[src/rtl/mem_ctrl.sv]
// Byte-serial memory controller for the store/load buffer and instruction fetch.
// Define IO_STALL_EN to hold IO-region accesses while the UART buffer is full.
module mem_ctrl #(
    parameter int         TYPE_W = 6,
    parameter logic [1:0] IO_HI  = 2'b11
) (
    input  logic              clk,
    input  logic              rst,
    input  logic              rdy,
    input  logic              clear_flag,
    input  logic              slb_load_req,
    input  logic              slb_store_req,
    input  logic [TYPE_W-1:0] slb_ordertype,
    input  logic [31:0]       slb_vj,
    input  logic [31:0]       slb_vk,
    input  logic [31:0]       slb_a,
    output logic              slb_data_ok,
    output logic [31:0]       slb_data_ans,
    input  logic              if_req,
    input  logic [31:0]       if_pc,
    output logic              if_ok,
    output logic [31:0]       if_inst,
    input  logic [7:0]        mem_din,
    output logic [7:0]        mem_dout,
    output logic [31:0]       mem_a,
    output logic              mem_wr,
    input  logic              io_buffer_full
);

    localparam logic [TYPE_W-1:0] OP_LB  = TYPE_W'(11);
    localparam logic [TYPE_W-1:0] OP_LH  = TYPE_W'(12);
    localparam logic [TYPE_W-1:0] OP_LBU = TYPE_W'(14);
    localparam logic [TYPE_W-1:0] OP_LHU = TYPE_W'(15);
    localparam logic [TYPE_W-1:0] OP_SB  = TYPE_W'(16);
    localparam logic [TYPE_W-1:0] OP_SH  = TYPE_W'(17);

    typedef enum logic [1:0] {IDLE, RD, WR} state_t;

    state_t      state, next_state;

    // current transaction; last = byte count - 1
    logic [2:0]  cnt;
    logic [1:0]  ccnt;
    logic        issued;
    logic [1:0]  last;
    logic        is_fetch;
    logic        squash;
    logic [31:0] base;
    logic [31:0] wdata;
    logic [31:0] rdata;

    logic        pend_vld;
    logic        pend_store;
    logic        pend_squash;
    logic [1:0]  pend_last;
    logic [31:0] pend_addr;
    logic [31:0] pend_data;

    logic        slb_ok_q;
    logic        if_ok_q;

    logic        idle, live, live_store, take_pend, take_live, take_if, accept, live_to_pend;
    logic        acc_store, acc_fetch, acc_squash;
    logic [1:0]  acc_last;
    logic [31:0] acc_addr, acc_data;
    logic [31:0] cur_addr;
    logic [31:0] rdata_next;
    logic        io_stall, issue, rd_done, wr_step, wr_done;

    function automatic logic [1:0] size_last(input logic [TYPE_W-1:0] t);
        case (t)
            OP_LB, OP_LBU, OP_SB: size_last = 2'd0;
            OP_LH, OP_LHU, OP_SH: size_last = 2'd1;
            default:              size_last = 2'd3;
        endcase
    endfunction

    assign cur_addr = base + 32'(cnt);

`ifdef IO_STALL_EN
    assign io_stall = (cur_addr[17:16] == IO_HI) && io_buffer_full;
`else
    logic unused_io;
    assign unused_io = io_buffer_full ^ (^IO_HI);
    assign io_stall  = 1'b0;
`endif

    always_comb begin
        issue      = (state == RD) && (cnt <= {1'b0, last}) && !io_stall;
        rd_done    = (state == RD) && issued && (ccnt == last) && !clear_flag;
        wr_step    = (state == WR) && !io_stall;
        wr_done    = wr_step && (cnt[1:0] == last);
        rdata_next = rdata;
        rdata_next[{ccnt, 3'b000} +: 8] = mem_din;
    end

    // Accept arbitration: pending slot, then live SLB pulse, then fetch.
    // A fetch is not re-accepted while its own if_ok is on the wire.
    always_comb begin
        idle         = (state == IDLE);
        live_store   = slb_store_req && !slb_load_req;
        live         = (slb_load_req || slb_store_req) && !clear_flag;
        take_pend    = idle && pend_vld && (pend_store || !clear_flag);
        take_live    = idle && !take_pend && live;
        take_if      = idle && !take_pend && !live && if_req && !clear_flag && !if_ok_q;
        accept       = take_pend || take_live || take_if;
        live_to_pend = live && !take_live;

        acc_store  = 1'b0;
        acc_fetch  = 1'b1;
        acc_squash = 1'b0;
        acc_last   = 2'd3;
        acc_addr   = if_pc;
        acc_data   = 32'd0;
        if (take_pend) begin
            acc_store  = pend_store;
            acc_fetch  = 1'b0;
            acc_squash = pend_squash || clear_flag;
            acc_last   = pend_last;
            acc_addr   = pend_addr;
            acc_data   = pend_data;
        end else if (take_live) begin
            acc_store  = live_store;
            acc_fetch  = 1'b0;
            acc_last   = size_last(slb_ordertype);
            acc_addr   = slb_vj + slb_a;
            acc_data   = slb_vk;
        end
    end

    always_ff @(posedge clk) begin
        if (rst) state <= IDLE;
        else     state <= next_state;
    end

    always_comb begin
        next_state = state;
        if (rdy) begin
            case (state)
                IDLE:    if (accept) next_state = acc_store ? WR : RD;
                RD:      if (clear_flag || rd_done) next_state = IDLE;
                WR:      if (wr_done) next_state = IDLE;
                default: next_state = IDLE;
            endcase
        end
    end

    // While frozen mid-read, re-present the last issued address so the
    // byte is still on mem_din when capture resumes.
    always_comb begin
        mem_a = 32'd0;
        if (state == RD && !rdy && issued) mem_a = cur_addr - 32'd1;
        else if (state == WR || issue)     mem_a = cur_addr;
        mem_wr      = (state == WR) && rdy && !io_stall;
        mem_dout    = (state == WR) ? wdata[{cnt[1:0], 3'b000} +: 8] : 8'd0;
        slb_data_ok = slb_ok_q && rdy;
        if_ok       = if_ok_q && rdy;
    end

    always_ff @(posedge clk) begin
        if (rst) begin
            cnt          <= 3'd0;
            ccnt         <= 2'd0;
            issued       <= 1'b0;
            last         <= 2'd0;
            is_fetch     <= 1'b0;
            squash       <= 1'b0;
            pend_vld     <= 1'b0;
            pend_store   <= 1'b0;
            pend_squash  <= 1'b0;
            pend_last    <= 2'd0;
            slb_ok_q     <= 1'b0;
            if_ok_q      <= 1'b0;
            slb_data_ans <= 32'd0;
            if_inst      <= 32'd0;
        end else if (rdy) begin
            slb_ok_q <= 1'b0;
            if_ok_q  <= 1'b0;
            if (accept) begin
                cnt      <= 3'd0;
                ccnt     <= 2'd0;
                issued   <= 1'b0;
                last     <= acc_last;
                is_fetch <= acc_fetch;
                squash   <= acc_squash;
            end else if (state == RD) begin
                cnt    <= cnt + 3'(issue);
                issued <= issue;
                if (issued) ccnt <= ccnt + 2'd1;
            end else if (wr_step) begin
                cnt <= cnt + 3'd1;
            end
            if (state == WR && clear_flag) squash <= 1'b1;
            if (rd_done) begin
                if (is_fetch) begin
                    if_ok_q <= 1'b1;
                    if_inst <= rdata_next;
                end else begin
                    slb_ok_q     <= 1'b1;
                    slb_data_ans <= rdata_next;
                end
            end
            if (wr_done && !squash && !clear_flag) slb_ok_q <= 1'b1;

            if (take_pend || (clear_flag && !pend_store)) pend_vld <= 1'b0;
            if (live_to_pend) begin
                pend_vld    <= 1'b1;
                pend_store  <= live_store;
                pend_last   <= size_last(slb_ordertype);
                pend_squash <= 1'b0;
            end else if (clear_flag && pend_store) begin
                pend_squash <= 1'b1;
            end
        end
    end

    always_ff @(posedge clk) begin
        if (rdy) begin
            if (accept) begin
                base  <= acc_addr;
                wdata <= acc_data;
                rdata <= 32'd0;
            end else if (state == RD && issued) begin
                rdata <= rdata_next;
            end
            if (live_to_pend) begin
                pend_addr <= slb_vj + slb_a;
                pend_data <= slb_vk;
            end
        end
    end

endmodule
[config.mk]
export PLATFORM = sky130hd
export DESIGN_NAME = mem_ctrl
export DESIGN_NICKNAME = d
export VERILOG_FILES = /design/src/rtl/mem_ctrl.sv
export SDC_FILE = /design/constraint.sdc
export NUM_CORES = 1
export LEC_CHECK = 0
export BUFFER_PORTS_ARGS = -buffer_cell sky130_fd_sc_hd__buf_2
export CAP_MARGIN = 20
export CORE_AREA = 2 2 163 165
export CTS_BUF_LIST = sky130_fd_sc_hd__clkbuf_8 sky130_fd_sc_hd__clkbuf_16
export DETAILED_ROUTE_END_ITERATION = 10
export DIE_AREA = 0 0 165 167
export HOLD_SLACK_MARGIN = 0.1
export PLACE_DENSITY = 0.77
export SLEW_MARGIN = 20
export SYNTH_ARGS = -nofsm -noshare
export SYNTH_HDL_FRONTEND = slang
export SYNTH_SLANG_ARGS = --single-unit
[constraint.sdc]
create_clock -name clk -period 7.1 [get_ports clk]
set_input_delay 0.355 -clock clk [delete_from_list [all_inputs] [get_ports clk]]
set_output_delay 0.355 -clock clk [all_outputs]
set_load 0.05 [all_outputs]
==> flow_summary_export.csv, run 1 <==
group,metric,value,unit
power,power.share.switching,27.0,%
synthesis,synth_compound_area_share,18.1,%
power,power_density,219,nW/um^2
global_route,grt_pass1_vias,10500,
layout,antenna_cells_inserted,0,
floorplan,coreArea,25800,um^2
place,dp_hpwl,23300,um
worst_setup_path,critPathRequiredTime,6740,ps
floorplan,io_pins,257,
timing,hold_violations,0,
routing,vias,10900,
place,place_inst,1833,
timing,max_freq,192,MHz
synthesis,yosys.area.top_type,"edfxtp_1",
power,power.internal,2500,uW
status,status,"complete, no violations",
synthesis,synth_area_leaders,"edfxtp_1 (37%), dfxtp_1 (13%), nor2_1 (5.2%), ha_1 (4.2%), a211oi_1 (4.2%)",
worst_setup_path,slowest_delay,790,ps
timing,final-setup-viol-count,0,
timing,finalWorstSetupSlack,1900,ps
synthesis,syn_nets,1491,
synthesis,synth_simple_gate_area_share,18.0,%
timing,clock_skew,9.56,ps
routing,antenna_left,0,
clock_network,cts_tree,"done",
worst_setup_path,crit_path_end_kind,"output pin",
routing,drt-total-wl,32600,um
global_route,antenna_found_initial,0,
synthesis,synthesis.area,13000,um^2
synthesis,ys_ff_latch,243,
timing,fin_crit,5200,ps
worst_setup_path,criticalPathCategory,"flop to output pin",
worst_setup_path,start_kind,"flop",
clock_network,clockBufferDepth,3,
clock_network,clk_pin_slew,60,ps
clock_network,clockRootBuffer,"clkbuf_16",
clock_network,cts.sinks,243,
routing,firstDrtPassIters,5,
timing,rsz0062_at_grt,"no",
layout,fillers,2104,
floorplan,fp.dieW,165,um
layout,syn_to_final_growth,20.6,%
power,power,3430,uW
synthesis,ys_types,76,
clock_network,worstSkewPairLatency,520,ps
hold_path,worstHoldPathType,"input pin to flop",
worst_setup_path,path_max_fanout,12,
power,p_clk_share,36.4,%
synthesis,synth.top_cell.area_share,37.0,%
synthesis,synth_mux_area_share,2.42,%
power,vdd_drop_max,0.000153,V
synthesis,netlist_instances,1295,
clock_network,cts_buffers,25,
synthesis,synth-xor-area-share,4.46,%
synthesis,synth_top_flop_cell,"edfxtp_1",
place,gp_congestion,0.919,
synthesis,yosys_warnings,0,
worst_setup_path,rr_worst_depth,9,
global_route,gr-total-overflow,0,
routing,drc_errors,0,
layout,final_cells,1909,
timing,min_period_over_period,73.3,%
worst_setup_path,critPathArrivalTime,4850,ps
floorplan,die_height,167,um
global_route,grt_pass1_wl,52700,um
global_route,grt_max_degree,84,
layout,multi_input_area,6210,um^2
clock_network,h-tree-depth,1,
layout,nNetsFinal,1753,
routing,drtIter0Drc,796,
worst_setup_path,path_cells,"ha_1, fa_1, a21oi_2, nor3_1, nand2_1, xor2_1, nand4_1, nor3_1, nand4_1, nor2_1, mux2_2, buf_2",
timing,slew_viol_final,0,
layout,layout-drive-gt1-share,21.8,%
timing,worst_pin_slew,1010,ps
synthesis,yosys.area_share.adder,4.55,%
power,netSwitchingPower,925,uW
floorplan,num_rows,59,
routing,via_per_inst,5.70,
layout,register_area,6470,um^2
power,p_leak,0.00632,uW
power,seqPwrFrac,47.4,%
floorplan,initial_core_util,50.3,%
synthesis,synth.avg_cell_area,10.0,um^2
timing,tns,0,ps
place,place_ws,2390,ps
synthesis,yosysSeqAreaShare,49.9,%
global_route,track_usage,23.5,%
synthesis,async_reset_ff_share,0,%
hold_path,hold_depth,3,
worst_setup_path,slowest_stage,"dfxtp_1",
synthesis,synth_edf_count,160,
run,cap_violations,0,
synthesis,synth_top_family_by_area,"compound AO/OA/AOI/OAI gates",
timing,relSlewSlack,32.0,%
routing,post_drt_wl_per_cell,17.1,um
clock_network,cts_resized,0,
power,comb_power_share,16.3,%
floorplan,dieArea,27600,um^2
place,io_buffers,255,
[per-layer routing]
| layer | part of all wire [%] | GRT usage [%] | up-vias |
|---|---|---|---|
| met3 | 7.0 | 4.83 | 81 |
| met5 | 0 | 0 | - |
| li1 | - | - | 5328 |
| met1 | 41 | 29.6 | 5103 |
| met4 | 3.7 | 8.51 | 0 |
| met2 | 48 | 39.6 | 371 |
[cell families (layout without fill, tap and decap cells)]
kind of cell | Yosys count | in the layout
AND/OR/NAND/NOR | 486 | 486
AO/OA/AOI/OAI | 345 | 345
flip-flops | 243 | 243
buffers and inverters | 88 | 367
XOR/XNOR | 66 | 66
adder cells (fa/ha/maj) | 46 | 46
multiplexers | 21 | 21
[sequential cells by signal (all words and copies together) (netlist names)]
register and cells:
cnt 3, pend_last 2, squash 1, pend_squash 1
slb_data_ans 32, base 32, slb_ok_q 1, pend_addr 32
wdata 32, is_fetch 1, rdata 32, state 2
if_ok_q 1, issued 1, ccnt 2, pend_data 32
if_inst 32, pend_vld 1, pend_store 1, last 2
[timing repair]
action                                  CTS  global route
endpoints found under the setup margin    0             0
setup buffers                             0             0
hold buffers                             32             0
hold endpoints to repair                 32             0
[final timing paths]
path	startpoint	to	slack (ps)
max	cnt[0]	mem_a[28]	1900
min	if_pc[2]	base[2]	120
max reg2reg	state[0]	last[0]	3790
min reg2reg	slb_data_ans[17]	slb_data_ans[17]	490
[layout by cell type (no fill, tap or decap), types with 3 or more instances in the layout]
cell / netlist / layout
nand4_1: 16 / 16
mux4_2: 8 / 8
o31ai_1: 5 / 5
clkinv_2: 0 / 5
nor2_1: 178 / 177
and2_1: 20 / 19
or3_1: 5 / 5
dlygate4sd3_1: 0 / 32
o2111ai_1: 4 / 4
a31oi_1: 9 / 9
nand2b_1: 8 / 8
buf_4: 0 / 11
mux2_2: 3 / 3
a32oi_1: 4 / 4
o21a_1: 4 / 4
nor4_1: 6 / 5
or2_2: 4 / 4
and4_1: 3 / 3
nand3_1: 32 / 32
a21o_1: 22 / 22
a21oi_1: 85 / 85
nand2_1: 114 / 114
buf_2: 4 / 255
nor3_1: 26 / 26
a211oi_1: 72 / 71
clkbuf_16: 0 / 27
ha_1: 44 / 44
xor2_1: 25 / 25
nor2b_1: 42 / 41
o211ai_1: 9 / 9
dfxtp_1: 83 / 83
edfxtp_1: 160 / 160
o21bai_1: 8 / 8
o21ai_0: 40 / 40
a22o_1: 38 / 38
mux2i_1: 10 / 10
and3_1: 10 / 9
xnor2_1: 41 / 41
inv_1: 24 / 30
a22oi_1: 24 / 24
[stage by stage]
| step | hold WS [ps] | instance area, um^2 | utilization (%) |
|---|---|---|---|
| final | 119 | 15600 | 60.7 |
| after global routing | 132 | 15600 | 60.7 |
| after CTS | 110 | 15600 | 60.7 |
| after detailed placement | 488 | 14500 | 56.5 |
| after global placement | 475 | 14500 | 56.4 |
| after floorplan | 454 | 13000 | - |
[synth_stat cells, types with 3 or more instances]
| master | number |
|---|---|
| nor2b_1 | 42 |
| inv_1 | 24 |
| o21ai_0 | 40 |
| or2_2 | 4 |
| mux2i_1 | 10 |
| nand2b_1 | 8 |
| and4_1 | 3 |
| and3_1 | 10 |
| o21a_1 | 4 |
| ha_1 | 44 |
| buf_1 | 3 |
| o21bai_1 | 8 |
| xor2_1 | 25 |
| a32oi_1 | 4 |
| or3_1 | 5 |
| o2111ai_1 | 4 |
| clkbuf_1 | 55 |
| nand2_1 | 114 |
| a22oi_1 | 24 |
| a211oi_1 | 72 |
| xnor2_1 | 41 |
| o211ai_1 | 9 |
| nor2_1 | 178 |
| mux2_2 | 3 |
| edfxtp_1 | 160 |
| a21oi_1 | 85 |
| dfxtp_1 | 83 |
| mux4_2 | 8 |
| nand3_1 | 32 |
| nor4_1 | 6 |
| and2_1 | 20 |
| nor3_1 | 26 |
| buf_2 | 4 |
| a21o_1 | 22 |
| a22o_1 | 38 |
| o31ai_1 | 5 |
| nand4_1 | 16 |
| a31oi_1 | 9 |
[final cells by class]
class / instances / share of cell area (%)
clock inverter: 15 / 0.480
inverter: 25 / 0.600
clock buffer: 29 / 4.50
multi-input combinational: 964 / 39.7
sequential: 243 / 41.3
timing repair buffer: 298 / 10.7
tap: 335 / 2.68
[power groups by stage]
stage | Clock (uW) | Combinational (uW) | Sequential (uW)
after detailed placement | 0 | 539 | 1650
after global routing | 1320 | 618 | 1630
after floorplan | 0 | 394 | 1640
after CTS | 1270 | 557 | 1620
after global placement | 0 | 527 | 1650
final | 1250 | 558 | 1620
[critical path, delay by kind of cell (launching register included)]
family | cells | cell delay (ps)
compound gates | 1 | 120
xor+xnor | 1 | 340
flops | 1 | 790
simple gates | 6 | 1930
buf+inv | 1 | 210
fa+ha+maj | 2 | 570
mux | 1 | 360
Note: power is estimated with default switching activity, not from simulation.
==> inputs of run 2 (changes only) <==
--- a/config.mk
+++ b/config.mk
@@ -7,12 +7,12 @@
 export LEC_CHECK = 0
 export BUFFER_PORTS_ARGS = -buffer_cell sky130_fd_sc_hd__buf_2
 export CAP_MARGIN = 20
-export CORE_AREA = 2 2 163 165
+export CORE_AREA = 2 2 156 158
 export CTS_BUF_LIST = sky130_fd_sc_hd__clkbuf_8 sky130_fd_sc_hd__clkbuf_16
 export DETAILED_ROUTE_END_ITERATION = 10
-export DIE_AREA = 0 0 165 167
+export DIE_AREA = 0 0 158 160
 export HOLD_SLACK_MARGIN = 0.1
-export PLACE_DENSITY = 0.77
+export PLACE_DENSITY = 0.8
 export SLEW_MARGIN = 20
 export SYNTH_ARGS = -nofsm -noshare
 export SYNTH_HDL_FRONTEND = slang
==> constraint.sdc (replaced) <==
create_clock -name clk -period 5.22 [get_ports clk]
set_input_delay 0.261 -clock clk [delete_from_list [all_inputs] [get_ports clk]]
set_output_delay 0.261 -clock clk [all_outputs]
set_load 0.05 [all_outputs]
==> run 2 against run 1 <==
Net effect: clock power grew 43%; sequential cell count unchanged; sequential power is 36% higher.
==> flow_summary_export.csv, run 2 (synthesis gave the netlist of run 1 again) <==
group,metric,value,unit
timing,final-setup-viol-count,0,
layout,register_area,6470,um^2
power,netSwitchingPower,1280,uW
layout,final_cell_mix,"buf_2 (255), nor2_1 (177), edfxtp_1 (160)",
power,vdd_drop_max,0.000204,V
power,comb_power_share,16.5,%
global_route,grt_pass1_wl,52400,um
worst_setup_path,crit_end,"mem_a[28]",
global_route,track_usage,25.6,%
layout,syn_to_final_growth,23.2,%
power,power_density,299,nW/um^2
power,power.share.switching,26.6,%
layout,fillers,1895,
power,seqPwrFrac,46.1,%
worst_setup_path,critPathBufInv,1,
routing,firstDrtPassIters,5,
clock_network,worstSkewPairLatency,520,ps
layout,antenna_cells_inserted,0,
layout,multi_input_area,6210,um^2
timing,rsz0062_at_grt,"no",
hold_path,hp-start,"if_pc[23]",
timing,fin_crit,4750,ps
layout,layout_commonest_cell,"buf_2",
timing,finalWorstSetupSlack,474,ps
place,gp_congestion,0.890,
routing,post_drt_wl_per_cell,17.3,um
timing,worst_pin_slew,965,ps
routing,antenna_left,0,
worst_setup_path,path_depth,12,
routing,via_per_inst,5.75,
worst_setup_path,crit_path_end_kind,"output pin",
worst_setup_path,rr_worst_depth,7,
worst_setup_path,criticalPathCategory,"flop to output pin",
power,power.internal,3510,uW
routing,drtIter0Drc,826,
clock_network,cts.sinks,243,
timing,slew_viol_final,0,
worst_setup_path,crit_start,"base[0]",
worst_setup_path,rrSetupSlack,1880,ps
worst_setup_path,r2r-end,"base[31]",
clock_network,post_cts_buffers,0,
place,place_ws,1010,ps
timing,min_period_over_period,90.9,%
clock_network,clockBufferDepth,3,
status,status,"complete, no violations",
power,power,4790,uW
timing,tns,0,ps
power,p_clk_share,37.4,%
worst_setup_path,slowest_delay,560,ps
place,dp_hpwl,23300,um
floorplan,io_pins,257,
global_route,antenna_found_initial,1,
floorplan,coreArea,23800,um^2
clock_network,clockRootBuffer,"clkbuf_16",
layout,nNetsFinal,1784,
floorplan,num_rows,57,
power,p_leak,0.00646,uW
hold_path,worstHoldPathType,"input pin to flop",
worst_setup_path,critPathRequiredTime,4960,ps
clock_network,h-tree-depth,1,
floorplan,fp.dieW,158,um
global_route,grt_pass1_vias,10500,
routing,drc_errors,0,
global_route,grt_max_degree,84,
clock_network,cts_tree,"done",
timing,hold_violations,0,
timing,clock_skew,11.2,ps
routing,vias,11100,
routing,drt-total-wl,33400,um
timing,relSlewSlack,35.2,%
layout,layout-drive-gt1-share,21.4,%
clock_network,cts_buffers,25,
run,cap_violations,0,
worst_setup_path,start_kind,"flop",
worst_setup_path,r2r-start,"state[0]",
worst_setup_path,slowest_stage,"nor3_1",
worst_setup_path,path_max_fanout,6,
floorplan,dieArea,25300,um^2
worst_setup_path,critPathArrivalTime,4480,ps
place,io_buffers,255,
clock_network,clk_pin_slew,70,ps
timing,max_freq,211,MHz
worst_setup_path,path_cells,"ha_1, fa_1, a21oi_2, nor3_1, nand2_1, xor2_1, nand4_1, nor3_1, nand4_1, nor2_1, mux2_2, buf_2",
global_route,gr-total-overflow,0,
worst_setup_path,critPathTopFamily,"simple AND/OR/NAND/NOR gates",
floorplan,die_height,160,um
floorplan,initial_core_util,54.5,%
-- run 2: cell count changes in the layout (fill, tap and decap cells not counted), sizes merged --
cell | before | now
inv | 34 | 29
bufinv | 0 | 3
clkinv | 6 | 11
dlygate4sd3 | 32 | 60
buf | 266 | 269
clkbuf | 29 | 26
-- run 2: how the worst min path moves through the flow --
stage / end / cells past startpoint
3_3_place_gp: pend_data[7] / 1
3_5_place_dp: pend_data[11] / 1
6_report: base[23] / 3
4_1_cts: base[23] / 3
2_1_floorplan: pend_data[0] / 0
5_1_grt: base[30] / 3
-- run 2: layer usage --
metal  up-vias  global-route usage [%]  wire length, um
met3        77                    4.78             2310
met4         2                    8.23             1000
met2       396                    44.8            16500
met5         -                       0               13
li1       5391                       -                -
met1      5218                    31.9            13600
-- run 2: cell type report --
type                            count  share of cell area (%)
Clock inverter                     18                    1.01
Multi-Input combinational cell    964                    38.8
Inverter                           25                   0.587
Timing Repair Buffer              329                    12.5
Sequential cell                   243                    40.4
Tap cell                          324                    2.54
Clock buffer                       26                    4.07
-- run 2: tightest hold or removal path, cell delays in order --
cell	delay [ps]
buf_2	70
a22o_1	110
a21o_1	80
-- run 2: what timing repair did --
| action | CTS | global route |
|---|---|---|
| setup endpoints to repair | 0 | 0 |
| endpoints found under the hold margin | 90 | 0 |
| resized for setup | 0 | 0 |
| hold buffers | 60 | 0 |
-- run 2: through the flow --
stage,cell area (um^2),utilization [%],hold slack (ps),cells
final,16000,67.1,111,1929
after global routing,16000,67.1,117,1929
after global placement,14500,61.0,454,1824
after CTS,16000,67.1,102,1929
after detailed placement,14600,61.2,458,1825
after floorplan,13000,-,360,1295
-- run 2: power by group through the flow --
stage	Sequential (uW)	Combinational, uW	Clock, uW
after floorplan	2230	536	0
after global placement	2240	719	0
after detailed placement	2250	742	0
after CTS	2210	781	1800
after global routing	2210	866	1880
final	2210	790	1790
